<file path="src/rtl/branch_pkg.sv">
// ============================================================================
// branch_pkg : opcode/funct3 constants, control-type and FSM enums, decode helpers
// Rev 1.0
// ============================================================================
`default_nettype none

package branch_pkg;

    localparam logic [6:0] OPC_BRANCH = 7'b1100011;
    localparam logic [6:0] OPC_JAL    = 7'b1101111;
    localparam logic [6:0] OPC_JALR   = 7'b1100111;

    localparam logic [2:0] F3_BEQ  = 3'b000;
    localparam logic [2:0] F3_BNE  = 3'b001;
    localparam logic [2:0] F3_BLT  = 3'b100;
    localparam logic [2:0] F3_BGE  = 3'b101;
    localparam logic [2:0] F3_BLTU = 3'b110;
    localparam logic [2:0] F3_BGEU = 3'b111;

    localparam int XLEN = 32;

    // NONE is the all-zero encoding so a cleared ID/EX register reads as "no control op"
    typedef enum logic [1:0] {
        NONE   = 2'd0,
        BRANCH = 2'd1,
        JAL    = 2'd2,
        JALR   = 2'd3
    } ctrl_type;

    typedef enum logic {
        RUN    = 1'b0,
        SQUASH = 1'b1
    } state_t;

    function automatic ctrl_type classify(input logic [6:0] opcode);
        ctrl_type t;
        case (opcode)
            OPC_BRANCH: t = BRANCH;
            OPC_JAL:    t = JAL;
            OPC_JALR:   t = JALR;
            default:    t = NONE;
        endcase
        return t;
    endfunction

    function automatic logic [XLEN-1:0] imm_b(input logic [31:0] instr);
        return {{19{instr[31]}}, instr[31], instr[7], instr[30:25], instr[11:8], 1'b0};
    endfunction

    function automatic logic [XLEN-1:0] imm_j(input logic [31:0] instr);
        return {{11{instr[31]}}, instr[31], instr[19:12], instr[20], instr[30:21], 1'b0};
    endfunction

    function automatic logic [XLEN-1:0] imm_i(input logic [31:0] instr);
        return {{20{instr[31]}}, instr[31:20]};
    endfunction

    // Non-control instructions carry a zero immediate; their target is never used
    function automatic logic [XLEN-1:0] imm_for(input ctrl_type t, input logic [31:0] instr);
        logic [XLEN-1:0] imm;
        case (t)
            BRANCH:  imm = imm_b(instr);
            JAL:     imm = imm_j(instr);
            JALR:    imm = imm_i(instr);
            default: imm = '0;
        endcase
        return imm;
    endfunction

endpackage

`default_nettype wire

</file>
<file path="src/rtl/Adder.sv">
// ============================================================================
// Adder : 32-bit wrap-around adder shared by the pipeline datapath
// Rev 1.0
// ============================================================================
`default_nettype none

module Adder (
    input  logic [31:0] a,
    input  logic [31:0] b,
    output logic [31:0] y
);

    assign y = a + b;

endmodule

`default_nettype wire

</file>
<file path="src/rtl/branch_compare.sv">
// ============================================================================
// branch_compare : conditional-branch predicate evaluated from funct3
// Rev 1.0
// ============================================================================
`default_nettype none

module branch_compare
    import branch_pkg::*;
(
    input  logic [31:0] a,
    input  logic [31:0] b,
    input  logic [2:0]  funct3,
    output logic        taken
);

    always_comb begin
        taken = 1'b0;
        case (funct3)
            F3_BEQ:  taken = (a == b);
            F3_BNE:  taken = (a != b);
            F3_BLT:  taken = ($signed(a) <  $signed(b));
            F3_BGE:  taken = ($signed(a) >= $signed(b));
            F3_BLTU: taken = (a <  b);
            F3_BGEU: taken = (a >= b);
            // 010/011 are reserved encodings and fall through as not-taken
            default: taken = 1'b0;
        endcase
    end

endmodule

`default_nettype wire

</file>
<file path="src/rtl/execute_branch_cycle.sv">
// ============================================================================
// execute_branch_cycle : ID/EX register, branch/jump resolution and 2-bubble squash FSM
// Rev 1.0   optional BRANCH_STATS_EN adds CtrlCount/TakenCount saturating counters
// ============================================================================
`default_nettype none

module execute_branch_cycle
    import branch_pkg::*;
(
    input  logic        clk,
    input  logic        reset,
    input  logic [31:0] InstrD,
    input  logic [31:0] PCD,
    input  logic [31:0] PCPlus4D,
    input  logic [31:0] RD1D,
    input  logic [31:0] RD2D,
    output logic        PCSrcE,
    output logic [31:0] PCTargetE,
    output logic        FlushD,
    output logic        LinkWriteE,
    output logic [31:0] LinkDataE,
    output logic [4:0]  RdE
`ifdef BRANCH_STATS_EN
    ,
    output logic [31:0] CtrlCount,
    output logic [31:0] TakenCount
`endif
);

    ctrl_type    type_d;
    logic [31:0] imm_d;

    assign type_d = classify(InstrD[6:0]);
    assign imm_d  = imm_for(type_d, InstrD);

    state_t      state;
    logic        valid_e;
    ctrl_type    type_e;
    logic [2:0]  funct3_e;
    logic [31:0] pc_e;
    logic [31:0] pcplus4_e;
    logic [31:0] rd1_e;
    logic [31:0] rd2_e;
    logic [31:0] imm_e;
    logic [4:0]  rd_e;

    // Payload is captured every edge; only valid_e decides whether it is a bubble
    always_ff @(posedge clk or negedge reset) begin
        if (!reset) begin
            state     <= RUN;
            valid_e   <= 1'b0;
            type_e    <= NONE;
            funct3_e  <= '0;
            pc_e      <= '0;
            pcplus4_e <= '0;
            rd1_e     <= '0;
            rd2_e     <= '0;
            imm_e     <= '0;
            rd_e      <= '0;
        end else begin
            type_e    <= type_d;
            funct3_e  <= InstrD[14:12];
            pc_e      <= PCD;
            pcplus4_e <= PCPlus4D;
            rd1_e     <= RD1D;
            rd2_e     <= RD2D;
            imm_e     <= imm_d;
            rd_e      <= InstrD[11:7];
            case (state)
                RUN: begin
                    if (PCSrcE) begin
                        valid_e <= 1'b0;
                        state   <= SQUASH;
                    end else begin
                        valid_e <= 1'b1;
                    end
                end
                SQUASH: begin
                    valid_e <= 1'b0;
                    state   <= RUN;
                end
                default: begin
                    valid_e <= 1'b0;
                    state   <= RUN;
                end
            endcase
        end
    end

    logic        cond_taken;
    logic        is_jump;
    logic [31:0] target_base;
    logic [31:0] target_sum;

    branch_compare u_branch_compare (
        .a      (rd1_e),
        .b      (rd2_e),
        .funct3 (funct3_e),
        .taken  (cond_taken)
    );

    assign target_base = (type_e == JALR) ? rd1_e : pc_e;

    Adder u_target_adder (
        .a (target_base),
        .b (imm_e),
        .y (target_sum)
    );

    assign is_jump    = (type_e == JAL) || (type_e == JALR);
    assign PCTargetE  = (type_e == JALR) ? {target_sum[31:1], 1'b0} : target_sum;
    assign PCSrcE     = valid_e && (is_jump || ((type_e == BRANCH) && cond_taken));
    assign FlushD     = PCSrcE || (state == SQUASH);
    assign LinkWriteE = valid_e && is_jump;
    assign LinkDataE  = pcplus4_e;
    assign RdE        = rd_e;

`ifdef BRANCH_STATS_EN
    always_ff @(posedge clk or negedge reset) begin
        if (!reset) begin
            CtrlCount  <= '0;
            TakenCount <= '0;
        end else begin
            if (valid_e && (type_e != NONE) && (CtrlCount != '1)) begin
                CtrlCount <= CtrlCount + 32'd1;
            end
            if (PCSrcE && (TakenCount != '1)) begin
                TakenCount <= TakenCount + 32'd1;
            end
        end
    end
`endif

endmodule

`default_nettype wire

</file>
<file path="config.mk">
export PLATFORM = sky130hd
export DESIGN_NAME = execute_branch_cycle
export DESIGN_NICKNAME = d
export VERILOG_FILES = /design/src/rtl/branch_pkg.sv /design/src/rtl/Adder.sv /design/src/rtl/branch_compare.sv /design/src/rtl/execute_branch_cycle.sv
export SDC_FILE = /design/constraint.sdc
export NUM_CORES = 1
export LEC_CHECK = 0
export ABC_AREA = 1
export BUFFER_PORTS_ARGS = -buffer_cell sky130_fd_sc_hd__buf_2
export CAP_MARGIN = 10
export CORE_ASPECT_RATIO = 2
export CORE_UTILIZATION = 48
export CTS_CLUSTER_DIAMETER = 200
export DETAILED_ROUTE_END_ITERATION = 7
export GPL_ROUTABILITY_DRIVEN = 0
export GPL_TIMING_DRIVEN = 0
export PLACE_DENSITY = 0.87
export SLEW_MARGIN = 20
export SYNTH_ARGS = -nofsm -noshare
export SYNTH_HDL_FRONTEND = slang
export SYNTH_HIERARCHICAL = 1
export SYNTH_SLANG_ARGS = --single-unit
</file>
<file path="constraint.sdc">
create_clock -name clk -period 2.5 [get_ports clk]
set_input_delay 0.375 -clock clk [delete_from_list [all_inputs] [get_ports clk]]
set_output_delay 0.375 -clock clk [all_outputs]
set_load 0.02 [all_outputs]
</file>
==> metrics list, run 1 <==
- The biggest area contributor in the post-synthesis netlist is sky130_fd_sc_hd__dfrtp_1.
* Delay of the slowest cell on the worst path: about 0.42 ns
- Required time at the worst-slack endpoint: ~2.1 ns
* DPL Wire Length: around 18000 µm
- The final reports fail on DRC, setup timing.
* TritonCTS clock tree: yes
- The H-tree generated during clock tree synthesis spans 4 levels.
- The die covers about 18000 µm².
- Global routing used 32.77% of the available tracks across all layers.
- By area the synthesized netlist is led by sky130_fd_sc_hd__dfrtp_1 49%, sky130_fd_sc_hd__nand2_1 17%, sky130_fd_sc_hd__ha_1 9.6%.
- Max-capacitance violation count: 0
- The analysis attributes to cell leakage a power of between 0.006 and 0.007 µW.
- Top cell type's share of synthesized area: between 40% and 50%
* Core footprint: around 17000 µm²
- Along the worst path, the maximum fanout reaches 10.
* Result of the run: finished, violations left
- Post-synthesis cell count: around 1000
* Number of nets at the end of the flow: roughly 1500
- Number of storage elements in the synthesis netlist: between 150 and 200
* Overall via count from detail_route: 8493
- For this run, asynchronously set or reset flops after synthesis account for between 90% and 100%.
* Average cell area after synthesis: 8.201 µm²
- Counting instances in the post-synthesis netlist gives the leading cell types as 368 x sky130_fd_sc_hd__nand2_1, 165 x sky130_fd_sc_hd__inv_1, 161 x sky130_fd_sc_hd__dfrtp_1.
- Pins Over Slew Limit: 0
- The placed instances occupy a cell area of 9683 µm².
- Relative to the synthesized area, the layout overhead comes to 53.18%.
* Count of distinct cell types in the synthesized netlist: 34
- The number of global-route vias before repair is ~9000.
- STA puts the critical path data arrival time at 2.84 ns.
- Critical path, cell by cell: nand2_4 -> inv_8 -> buf_12 -> nand2_1 -> nand2_2 -> ha_4 -> nand2_4 -> inv_2 -> nand2_1 -> nand2_2 -> inv_2 -> nand3_4 -> nand2_2 -> nand3_1 -> nand2_1 -> nand2_2 -> buf_6
* Final-report setup violation count: 33
- Clock Pin Slew Worst Setup and Hold Paths: about 0.070 ns
- Power density over the cells: ~530 nW/µm²
- Cell chosen for the clock root: sky130_fd_sc_hd__clkbuf_16
- For this run the aggregate overflow at the end of global routing stands at 0.
- Counting stages on the worst path, the most repeated cell is sky130_fd_sc_hd__nand2_2.
- Worst clock skew on the final layout: ~0.0064 ns
- After the first detailed-routing iteration, the DRC count stood at ~710.
- In the synthesized netlist the dominant register cell turns out to be sky130_fd_sc_hd__dfrtp_1.
- Cell family with the largest share of critical-path delay: simple AND/OR/NAND/NOR gates
- Relative slew margins: slightly above 60%
* Tmin final: 3.220 ns
- Horizontal die dimension: between 90 and 100 µm
* Crit share post-route: 128.8%
* Area of all placed cells without fillers: about 13000 µm²
- Hold crit path type: in -> reg
- The most common cell in the synthesized netlist is sky130_fd_sc_hd__nand2_1.
- Across all setup checks in the final design, the least slack found is -0.7196 ns.
* Worst hold-check slack: ~0.045 ns
* RSZ-0062 raised after global routing: yes
* Routed WL: roughly 31000 µm
- Number of detailed-routing iterations run before antenna repair: 8
* Final Hold Fails: 0
* Avg Vias per Cell: approximately 5.5
- Startpoint class of the critical path: flip-flop
- The count of nets left with antenna violations once routing finished came out at 0.
* Placed insts: 1443
* Worst-Skew Late Latency: around 0.42 ns
- The initial antenna violation count was 3.
- Category of the most critical setup path: reg -> out
- Library cell contributing the largest single delay on the critical path: sky130_fd_sc_hd__dfrtp_1
- Routed length per placed instance: ~20 µm
* Number of synthesized flops with an enable pin: 0
- Largest net degree at the start of global routing: slightly below 90
- Number of buffers and inverters on the critical path: 5
- VDD sags by at most around 0.63 mV.
- Layout cell share with drive strength beyond 1: between 40% and 50%
* Post-Synthesis Net Count: 1229
- TritonCTS created 17 clock buffers.
* Floorplan die height: 187.1 µm
* Filler cell count: approximately 1000
- After detailed routing, the number of remaining DRC violations is 1.
- Netlist area before placement: between 8000 and 9000 µm²
* Seq/Total Area, Yosys: between 40% and 50%
* Number of port buffers: between 200 and 250
- Synthesis warning total: 6
- Wire length of the first global-routing pass: around 43000 µm
- Initial core utilization: 49.06%
- The worst setup path is captured at a primary output.
* Final standard cell utilization of the core: roughly 75%
- No sink is reached through more buffers than the 2 on the longest clock path.
* CTS Sinks: roughly 160
* Number of primary I/O pins: between 200 and 250
- Total number of placement rows: 67
- Derived from the worst setup path, the maximum achievable clock frequency is just over 300 MHz.
- Worst Tran Pin Value: around 0.57 ns
- The finished layout holds approximately 1500 standard cells, fillers aside.
==> per-stage QoR <==
step	total power (µW)	worst slack, ns	TNS [ns]
floorplan	3201	0.01140	0
global placement	3534	-1.143	-193.86
detailed placement	3571	-0.5720	-13.99
CTS	6530	-0.5629	-13.79
global route	6863	-0.8696	-21.53
finish	6661	-0.7196	-18.21
==> final timing paths <==
check	start	to	slack, ns	cells after the start
min reg2reg	state	state	0.48	1
min in group asynchronous	reset	rd2_e[16]	0.50	2
max	type_e[1]	PCTargetE[25]	-0.72	17
max reg2reg	rd2_e[28]	valid_e	-0.01	18
max in group asynchronous	reset	LinkDataE[19]	1.17	3
min	PCD[7]	pc_e[7]	0.05	1
==> sequential cells by signal (all words and copies together) (netlist names) <==
name       flops
LinkDataE     32
pc_e          32
rd1_e         32
rd2_e         32
imm_e         21
RdE            5
funct3_e       3
type_e         2
state          1
valid_e        1
==> routing by layer <==
metal | up-vias | global-route usage (%) | share of wire, %
li1 | 3697 | - | -
met1 | 3975 | 31.44 | 31
met2 | 588 | 59.34 | 53
met3 | 231 | 5.976 | 6.6
met4 | 2 | 24.94 | 8.8
met5 | - | 0 | 0.039
==> layout make-up <==
| cell class | count | area [µm²] | area share (%) |
|---|---|---|---|
| Antenna cell | 2 | 5.005 | 0.03972 |
| Timing Repair Buffer | 298 | 1932 | 15.33 |
| Tap cell | 207 | 259.0 | 2.056 |
| Sequential cell | 161 | 4031 | 32.00 |
| Clock inverter | 14 | 197.7 | 1.569 |
| Multi-Input combinational cell | 661 | 5020 | 39.84 |
| Inverter | 172 | 653.1 | 5.184 |
| Buffer | 6 | 76.32 | 0.6058 |
| Clock buffer | 17 | 425.4 | 3.376 |
==> report_power, final <==
part / internal [µW] / total (µW) / switching, µW / leakage [µW]
sequential: 2720 / 2790 / 64.9 / 0.00193
clock: 1610 / 2740 / 1140 / 0.000302
combinational: 478 / 1130 / 655 / 0.00469
==> cells by family (layout without fill, tap and decap cells) <==
kind of cell | after synthesis | count (layout) | share of synthesized area [%]
compound gates | 45 | 45 | 3.057
simple gates | 536 | 536 | 27.85
fa+ha+maj | 64 | 64 | 9.827
other cells | 0 | 2 | 0
buf+inv | 181 | 507 | 8.579
flops | 161 | 161 | 48.98
xor+xnor | 16 | 16 | 1.704
==> cell usage in the layout (no fill, tap or decap), drive strengths merged <==
master / synthesis / routed
ha: 63 / 63
fa: 1 / 1
nand2: 388 / 388
buf: 9 / 303
a21oi: 35 / 35
o21bai: 2 / 2
clkinv: 0 / 3
nor2: 66 / 66
o21ai: 3 / 3
nor3b: 1 / 1
dfrtp: 161 / 161
o211ai: 1 / 1
or2: 1 / 1
clkbuf: 0 / 17
dlygate4sd3: 0 / 1
a21o: 2 / 2
inv: 172 / 179
xnor2: 2 / 2
xor2: 14 / 14
nor3: 8 / 8
nand3: 62 / 62
diode: 0 / 2
o21a: 2 / 2
clkinvlp: 0 / 1
nor4: 1 / 1
nand4: 9 / 9
bufinv: 0 / 3
==> what timing repair did <==
| item | CTS | global route |
|---|---|---|
| pin swaps | 84 | 54 |
| gates resized for setup | 320 | 113 |
| endpoints found under the setup margin | 34 | 33 |
| hold buffers | 1 | 0 |
| cloned | 1 | 0 |
| endpoints found under the hold margin | 73 | 0 |
| setup buffers | 50 | 14 |
(Power assumes the default switching activity.)
==> run 2, diff against run 1 <==
CORE_UTILIZATION = 53   (was 48)
PLACE_DENSITY = 0.91   (was 0.87)
clock period = 3.1 ns   (was 2.5 ns; I/O delays follow)
==> run 2 against run 1 <==
Compared with the run above:
- the flow finishes with violations (hold timing, setup timing)
- global-route usage hardly changed
- routed wire length is 11% higher
- flip-flop and latch count stayed put
- via count is 5.3% higher
- clock skew is 0.0087 ns higher
- clock-buffer cell count is 2 higher
- critical path type unchanged
==> metrics list, run 2 (same netlist as run 1, synthesis figures left out) <==
* Result of the run: finished, violations left
* Violations in the final reports: hold timing, setup timing
- The final-layout fill cell count came to 855 (-15%).
* Number of primary I/O pins: 234 (unchanged)
- Combined area of the multi-input logic cells: 4810 µm² (-4.2%)
- The largest voltage drop on the vdd net was 0.6208 mV (-2.0%).
- The smallest clock period supported by the final layout is computed as ~3.4 ns.
- Number of nets at the end of the flow: 1517 (-1.7%)
- In this run the worst hold path is classified as in -> async.
* Library cell appearing most often on the critical path: sky130_fd_sc_hd__nand2_1
- Total number of placement rows: 64 (-4.5%)
* Horizontal die dimension: 90.09 µm (-4.7%)
- The delay contributed by the slowest stage of the critical path came to 0.40 ns (-0.02 ns).
- The insertion delay of the later-clocked pin in the worst-skew pair came to 0.44 ns (+0.02 ns).
- Reg-to-reg critical path endpoint: state
* RSZ-0062 raised after global routing: yes
* Commonest non-fill, non-tap cell in the layout: sky130_fd_sc_hd__nand2_1
* H-tree depth: 4 (unchanged)
- The worst clock skew is 0.01506 ns (+0.008670 ns).
- Cell family with the largest share of critical-path delay: simple AND/OR/NAND/NOR gates
* Final-report setup violation count: 24 (-27%)
* Routed length per placed instance: 22.58 µm (+14%)
- The initial antenna violation count was 6 (+3).
- Die Outline Area: 16050 µm² (-9.3%)
* Setup slack of the critical path after layout: -0.3189 ns (+0.4007 ns)
* Floorplan die height: 178.2 µm (-4.8%)
- The placeable core area was 15210 µm² (-9.3%).
- Placed insts: 1434 (-0.62%)
- Clock Pin Slew Worst Setup and Hold Paths: 0.07 ns (about the same)
* Remaining antenna violation count: 0 (unchanged)
- The count of maximum capacitance violations was 0 (unchanged).
- Synth-to-layout area growth: 46.35%
* Startpoint class of the critical path: flip-flop
- Overall via count from detail_route: 8944 (+5.3%)
- The final count of hold timing violations came to 12 (+12).
- The clock sink total was 161 (unchanged).
- Number of buffers created by CTS: 17 (unchanged)
- Clock buffer depth: 2 (unchanged)
- The effective utilization at floorplan came to 54.06% (+5.0 points).
- The share of cells above drive strength 1 is 45.25% (-2.7 points).
- Residual DRC: 0 (-1)
- The largest driver fanout on the critical path is 10 (unchanged).
- The via count normalized by instance count was 5.931 (+7.4%).
* Category of the most critical setup path: reg -> out
- Crit path DAT: 2.95 ns (+0.11 ns)
- The post-detailed-placement half-perimeter wirelength came to 18490 µm (+1.7%).
* CTS Hold Buffers Added: 0 (-1)
- Traced cell by cell, the critical path runs through nand2_4 -> inv_8 -> buf_8 -> nand2_1 -> nand2_2 -> ha_4 -> nand2_1 -> nand2_1 -> nand2_1 -> nand2_1 -> inv_1 -> nand2_1 -> a21oi_2 -> nand2_1 -> nand2_1 -> nand2_2 -> buf_6.
- The depth of the most critical reg-to-reg path is 16 (-2).
* Number of global-route vias before repair: 8160 (-8.3%)
* Relative slew margins: 63.01% (+0.91 points)
* TritonCTS clock tree: yes
- Number of buffers and inverters on the critical path: 4 (-1)
- Number of DRC markers after the initial detailed-route iteration: 946 (+34%)
- The register-to-register setup slack is 0.46 ns (+0.47 ns).
* Overall Power: 5118 µW (-23%)
* Cell chosen for the clock root: sky130_fd_sc_hd__clkbuf_16
* Source of the worst register-to-register timing path: rd2_e[21]
- Wire length of the first global-routing pass: 39520 µm (-8.4%)
- Global-route congestion overflow total: 0 (unchanged)
- STA classifies the critical path endpoint as a primary output.
- The static leakage came to 0.006617 µW (-4.3%).
- The number of pins with negative max-slew slack in the final report was 0 (unchanged).
- Total track usage: 32.81% (+0.039 points)
- The final hold slack is -0.03228 ns (-0.07777 ns).
* Highest-count cells in the layout ignoring fill and taps: 251 x sky130_fd_sc_hd__nand2_1, 206 x sky130_fd_sc_hd__buf_2, 159 x sky130_fd_sc_hd__dfrtp_1
- Number of detailed-routing iterations run before antenna repair: 7 (-1)
* Filler-free cell count of the finished design: 1508 (-2.0%)
* Required time at the worst-slack endpoint: 2.63 ns (+0.51 ns)
- Crit share post-route: 110.3%
* Largest net degree at the start of global routing: 91 (+2.2%)
- Worst Tran Pin Value: 0.5549 ns (-0.01202 ns)
* Routed WL: 34050 µm (+11%)
- Number of port buffers: 232 (unchanged)
- Library cell contributing the largest single delay on the critical path: sky130_fd_sc_hd__dfrtp_1
* Maximum clock frequency: approximately 290 MHz
- Power density over the cells: 425.2 nW/µm² (-20%)
- Sequential cell area in the final layout: 4031 µm² (unchanged)
[run 2: timing repair]
action	CTS	global route
gates resized for setup	120	241
endpoints found under the setup margin	31	27
pin swaps	33	79
setup buffers	17	19
cloned	0	1
[run 2: area by class of cell]
cell class | count | share of cell area (%)
plain buffers | 8 | 0.8419
clock inverters | 13 | 0.8627
inverters | 172 | 5.467
repair buffers | 270 | 13.52
multi-input cells | 661 | 39.95
well taps | 198 | 2.058
flip-flops and latches | 161 | 33.49
clock buffers | 19 | 3.679
diodes | 6 | 0.1247
[run 2: worst max path at each step]
stage,start,to,slack (ns),depth (start not counted)
2_1_floorplan,type_e[1],PCTargetE[12],0.52,13
3_3_place_gp,reset,LinkDataE[18],-0.61,1
3_5_place_dp,type_e[1],PCTargetE[12],-0.05,14
4_1_cts,rd1_e[29],FlushD,-0.07,17
5_1_grt,type_e[1],PCTargetE[25],-0.43,14
6_report,type_e[1],PCTargetE[27],-0.32,17
[run 2: where the power goes]
part	internal [µW]	total (µW)	switching (µW)
Combinational	351	888	537
Clock	1060	1980	922
Sequential	2190	2250	55.0
Total	3600	5120	1510
[run 2: per-stage QoR]
| stage | util (%) | cell area (µm²) | worst slack (ns) | setup TNS [ns] |
|---|---|---|---|---|
| after detailed placement | 63.57 | 9672 | -0.05204 | -0.1018 |
| after global placement | 63.32 | 9634 | -0.6148 | -96.12 |
| after floorplan | - | 8225 | 0.5214 | 0 |
| after CTS | 71.89 | 10940 | -0.06811 | -0.1112 |
| final | 79.12 | 12040 | -0.3189 | -3.484 |
| after global routing | 79.04 | 12030 | -0.4298 | -6.337 |
[run 2: worst reg2reg max path: cells and delay by family (launching register included)]
family / cells / cell delay, ns
and+or+nand+nor: 9 / 1.06
buffers and inverters: 5 / 0.59
adders and majority gates: 1 / 0.37
DFF: 1 / 0.36
AOI/OAI and AO/OA: 1 / 0.15
[run 2: per-layer routing]
layer  routed length, µm  up-vias  GRT usage (%)
met5                  26        -              0
met4                4103        4          29.57
met3                3255      371          8.355
met2               16650      781          58.52
met1               10010     4136          30.44
li1                    -     3652              -
==> run 3, diff against run 2 <==
CORE_MARGIN = 10   (was unset)
CTS_CLUSTER_DIAMETER = unset   (was 200)
HOLD_SLACK_MARGIN = 0.06   (was unset)
==> run 3 against run 2 <==
Compared with the run above:
- the flow finishes with violations (setup timing)
- maximum frequency down 0.15%
- non-clock buffer count up 21
- flip-flop and latch count unchanged
- clock skew down 0.0063 ns
- highest routed layer is now met4
- clock-buffer cell count down 2
- critical path depth up 1
- global-route usage down 5.3 points
==> metrics list, run 3 (same netlist as run 1, synthesis figures left out) <==
- The total wire length is 34900 µm (+2.5%).
- The largest driver fanout on the critical path came to 4 (-6).
* Critical path, cell by cell: inv_1 -> ha_4 -> buf_4 -> a21oi_1 -> o21ai_0 -> nand2_1 -> nand2_1 -> a21oi_4 -> nand2_1 -> nand2_1 -> nand3_1 -> nand2_1 -> nand3_1 -> nand3_2 -> nand2_4 -> nor2_4 -> inv_2 -> buf_6
- The clock sink total was 161 (unchanged).
- Number of buffers created by CTS: 17 (unchanged)
* Avg Vias per Cell: 5.752 (-3.0%)
- The share of power burned in the clock network came to 41.4% (+2.7 points).
* Number of primary I/O pins: 234 (unchanged)
- Remaining antenna violation count: 0 (unchanged)
- Placed Area: 9672 µm² (unchanged)
- The critical path in this run is classified as reg -> out.
- The run finished, with violations left.
- Largest net degree at the start of global routing: 103 (+13%)
- Leaving out fill and tap cells, the most frequent cell in the layout is sky130_fd_sc_hd__nand2_1.
* Die Outline Area: 21210 µm² (+32%)
- The number of pins with negative max-slew slack in the final report was 0 (unchanged).
- The initial antenna violation count was 5 (-1).
- Relative slew margins: 49.13% (-14 points)
- The final instance area came to 12270 µm² (+1.9%).
- The number of iterations in the first detailed-routing pass is 7 (unchanged).
- Crit share post-route: 110.4% (+0.16 points)
- Worst Tran Pin Value: 0.7630 ns (+0.2081 ns)
- Max VDD drop: 0.6709 mV (+8.1%)
- The via count was 8784 (-1.8%).
* Final-report setup violation count: 27 (+13%)
* Int Power: 3850 µW (+6.8%)
- Number of port buffers: 232 (unchanged)
- The maximum buffer depth of the clock tree came to 2 (unchanged).
- TritonCTS clock tree: yes
- Number of nets at the end of the flow: 1538 (+1.4%)
* Worst hold-check slack: 0.05290 ns (+0.08518 ns)
- Residual DRC: 0 (unchanged)
* Routed length per placed instance: 22.85 µm (+1.2%)
- The required time reported for the critical path endpoint was 2.63 ns (about the same).
- Final Hold Fails: 0 (-12)
- Violations in the final reports: setup timing
- Worst-Skew Late Latency: 0.43 ns (about the same)
- The portion of total power attributed to combinational logic was 16.6% (-0.7 points).
- The count of H-tree levels built during CTS came to 4 (unchanged).
* Hold crit path type: in -> async
* DPL Wire Length: 20270 µm (+9.6%)
- Highest-count cells in the layout ignoring fill and taps: 259 x sky130_fd_sc_hd__nand2_1, 204 x sky130_fd_sc_hd__buf_2, 160 x sky130_fd_sc_hd__dfrtp_1
- Number of global-route vias before repair: 8624 (+5.7%)
- The die outline width is 108.1 µm (+20%).
- STA classifies the critical path endpoint as a primary output.
* Switch share: 28.12% (-1.5 points)
- The post-route worst setup slack came to -0.3239 ns (-0.004965 ns).
* Total number of placement rows: 64 (unchanged)
- The delay contributed by the slowest stage of the critical path was 0.37 ns (-0.03 ns).
- Max-capacitance violation count: 0 (unchanged)
- The worst setup path is launched from a flip-flop.
* Layout cell share with drive strength beyond 1: 45.02% (-0.23 points)
* Crit path DAT: 2.96 ns (about the same)
- Cell family with the largest share of critical-path delay: simple AND/OR/NAND/NOR gates
- Leak pwr: 0.006783 µW (+2.5%)
- The power density over the cells came to 436.6 nW/µm² (+2.7%).
- The wire length of the first global-routing pass came to 44330 µm (+12%).
- The portion of total power attributed to sequential cells is 42.0% (-1.9 points).
- The power dissipated by switching net loads was 1506 µW (-0.52%).
* CTS Hold Buffers Added: 0 (unchanged)
- Number of buffers and inverters on the critical path: 4 (unchanged)
- Worst clock skew on the final layout: 0.008784 ns (-0.006278 ns)
* Core footprint: 15290 µm² (+0.53%)
- The clock-pin slew on the worst setup and hold paths came to 0.07 ns (about the same).
- On the critical path, the stage with the largest delay is an instance of sky130_fd_sc_hd__dfrtp_1.
* Global-route congestion overflow total: 0 (unchanged)
- RSZ-0062 raised after global routing: yes
- Maximum clock frequency: 292.1 MHz (-0.15%)
- Synth-to-layout area growth: 49.13%
* Tmin final: 3.424 ns (+0.004965 ns)
- Total track usage: 27.47% (-5.3 points)
* Cell chosen for the clock root: sky130_fd_sc_hd__clkbuf_16
- The iteration-0 DRC count of the detailed router is 765 (-19%).
- Library cell appearing most often on the critical path: sky130_fd_sc_hd__nand2_1
- The effective utilization at floorplan was 53.78% (-0.28 points).
- Floorplan die height: 196.2 µm (+10%)
- Filler-free cell count of the finished design: 1527 (+1.3%)
* Placed insts: 1434 (unchanged)
## run 3: cell types whose count changed in the layout (fill, tap and decap cells not counted), sizes merged
cell,previous run,this run
clkbuf,20,18
diode,6,5
inv,177,180
clkinv,4,2
bufinv,0,3
clkinvlp,4,1
buf,277,298
## run 3: through the flow
stage	util (%)	power, µW	setup slack [ns]	setup TNS [ns]
detailed placement	63.24	2884	-0.1096	-0.2257
finish	80.20	5356	-0.3239	-4.441
floorplan	-	2581	0.5214	0
CTS	73.38	5166	-0.02717	-0.06886
global route	80.20	5517	-0.4400	-7.373
global placement	62.99	2850	-0.6297	-98.58
## run 3: power groups by stage
| stage | combinational (µW) | clock [µW] | sequential (µW) |
|---|---|---|---|
| 2_1_floorplan | 289 | 0 | 2290 |
| 3_3_place_gp | 582 | 0 | 2270 |
| 3_5_place_dp | 612 | 0 | 2270 |
| 4_1_cts | 715 | 2220 | 2240 |
| 5_1_grt | 942 | 2320 | 2250 |
| 6_report | 891 | 2220 | 2250 |
## run 3: path summary, 6_finish.rpt
| path | start | to | slack (ns) | cells past startpoint |
|---|---|---|---|---|
| max | rd2_e[25] | FlushD | -0.32 | 18 |
| min | reset | pc_e[7] | 0.05 | 1 |
| max reg2reg | rd2_e[25] | state | -0.15 | 21 |
| min reg2reg | state | state | 0.52 | 1 |
| max in group asynchronous | reset | rd1_e[20] | 2.25 | 2 |
| min in group clk | RD1D[27] | rd1_e[27] | 0.13 | 1 |
## run 3: cell type report
class / instances / area, µm²
Fill cell: 802 / 3028
Inverter: 172 / 658.1
Antenna cell: 5 / 12.51
Sequential cell: 161 / 4030
Multi-Input combinational cell: 661 / 4760
Clock buffer: 17 / 425.4
Tap cell: 198 / 247.7
Timing Repair Buffer: 291 / 1829
Clock inverter: 14 / 191.4
Buffer: 8 / 112.6
## run 3: what timing repair did
action / in CTS / in global routing
pin swaps: 39 / 75
setup endpoints to repair: 31 / 28
buffers inserted: 30 / 30
gates cloned: 0 / 1
gates resized for setup: 146 / 214
## run 3: metal layers
layer | vias to the layer above | part of all wire, % | global-route usage, % | wire length, µm
met3 | 289 | 7.8 | 7.288 | 2738
met5 | - | 0 | 0 | 0
met2 | 694 | 53 | 49.82 | 18430
met4 | 0 | 8.7 | 19.20 | 3045
met1 | 4121 | 31 | 25.28 | 10690
li1 | 3680 | - | - | -
## run 3: worst register-to-register path, stage by stage (launching register included)
cell and delay (ns):
sky130_fd_sc_hd__dfrtp_1 0.37, sky130_fd_sc_hd__inv_1 0.10, sky130_fd_sc_hd__ha_4 0.22, sky130_fd_sc_hd__buf_4 0.13, sky130_fd_sc_hd__a21oi_1 0.20, sky130_fd_sc_hd__o21ai_0 0.14, sky130_fd_sc_hd__nand2_1 0.09, sky130_fd_sc_hd__nand2_1 0.10
sky130_fd_sc_hd__a21oi_4 0.21, sky130_fd_sc_hd__nand3_1 0.16, sky130_fd_sc_hd__nand3_1 0.13, sky130_fd_sc_hd__nand2_1 0.07, sky130_fd_sc_hd__nand3_1 0.11, sky130_fd_sc_hd__nand3_2 0.13, sky130_fd_sc_hd__buf_6 0.14, sky130_fd_sc_hd__buf_6 0.10
sky130_fd_sc_hd__buf_4 0.13, sky130_fd_sc_hd__buf_4 0.13, sky130_fd_sc_hd__buf_4 0.13, sky130_fd_sc_hd__buf_4 0.13, sky130_fd_sc_hd__buf_4 0.13, sky130_fd_sc_hd__a21oi_2 0.14
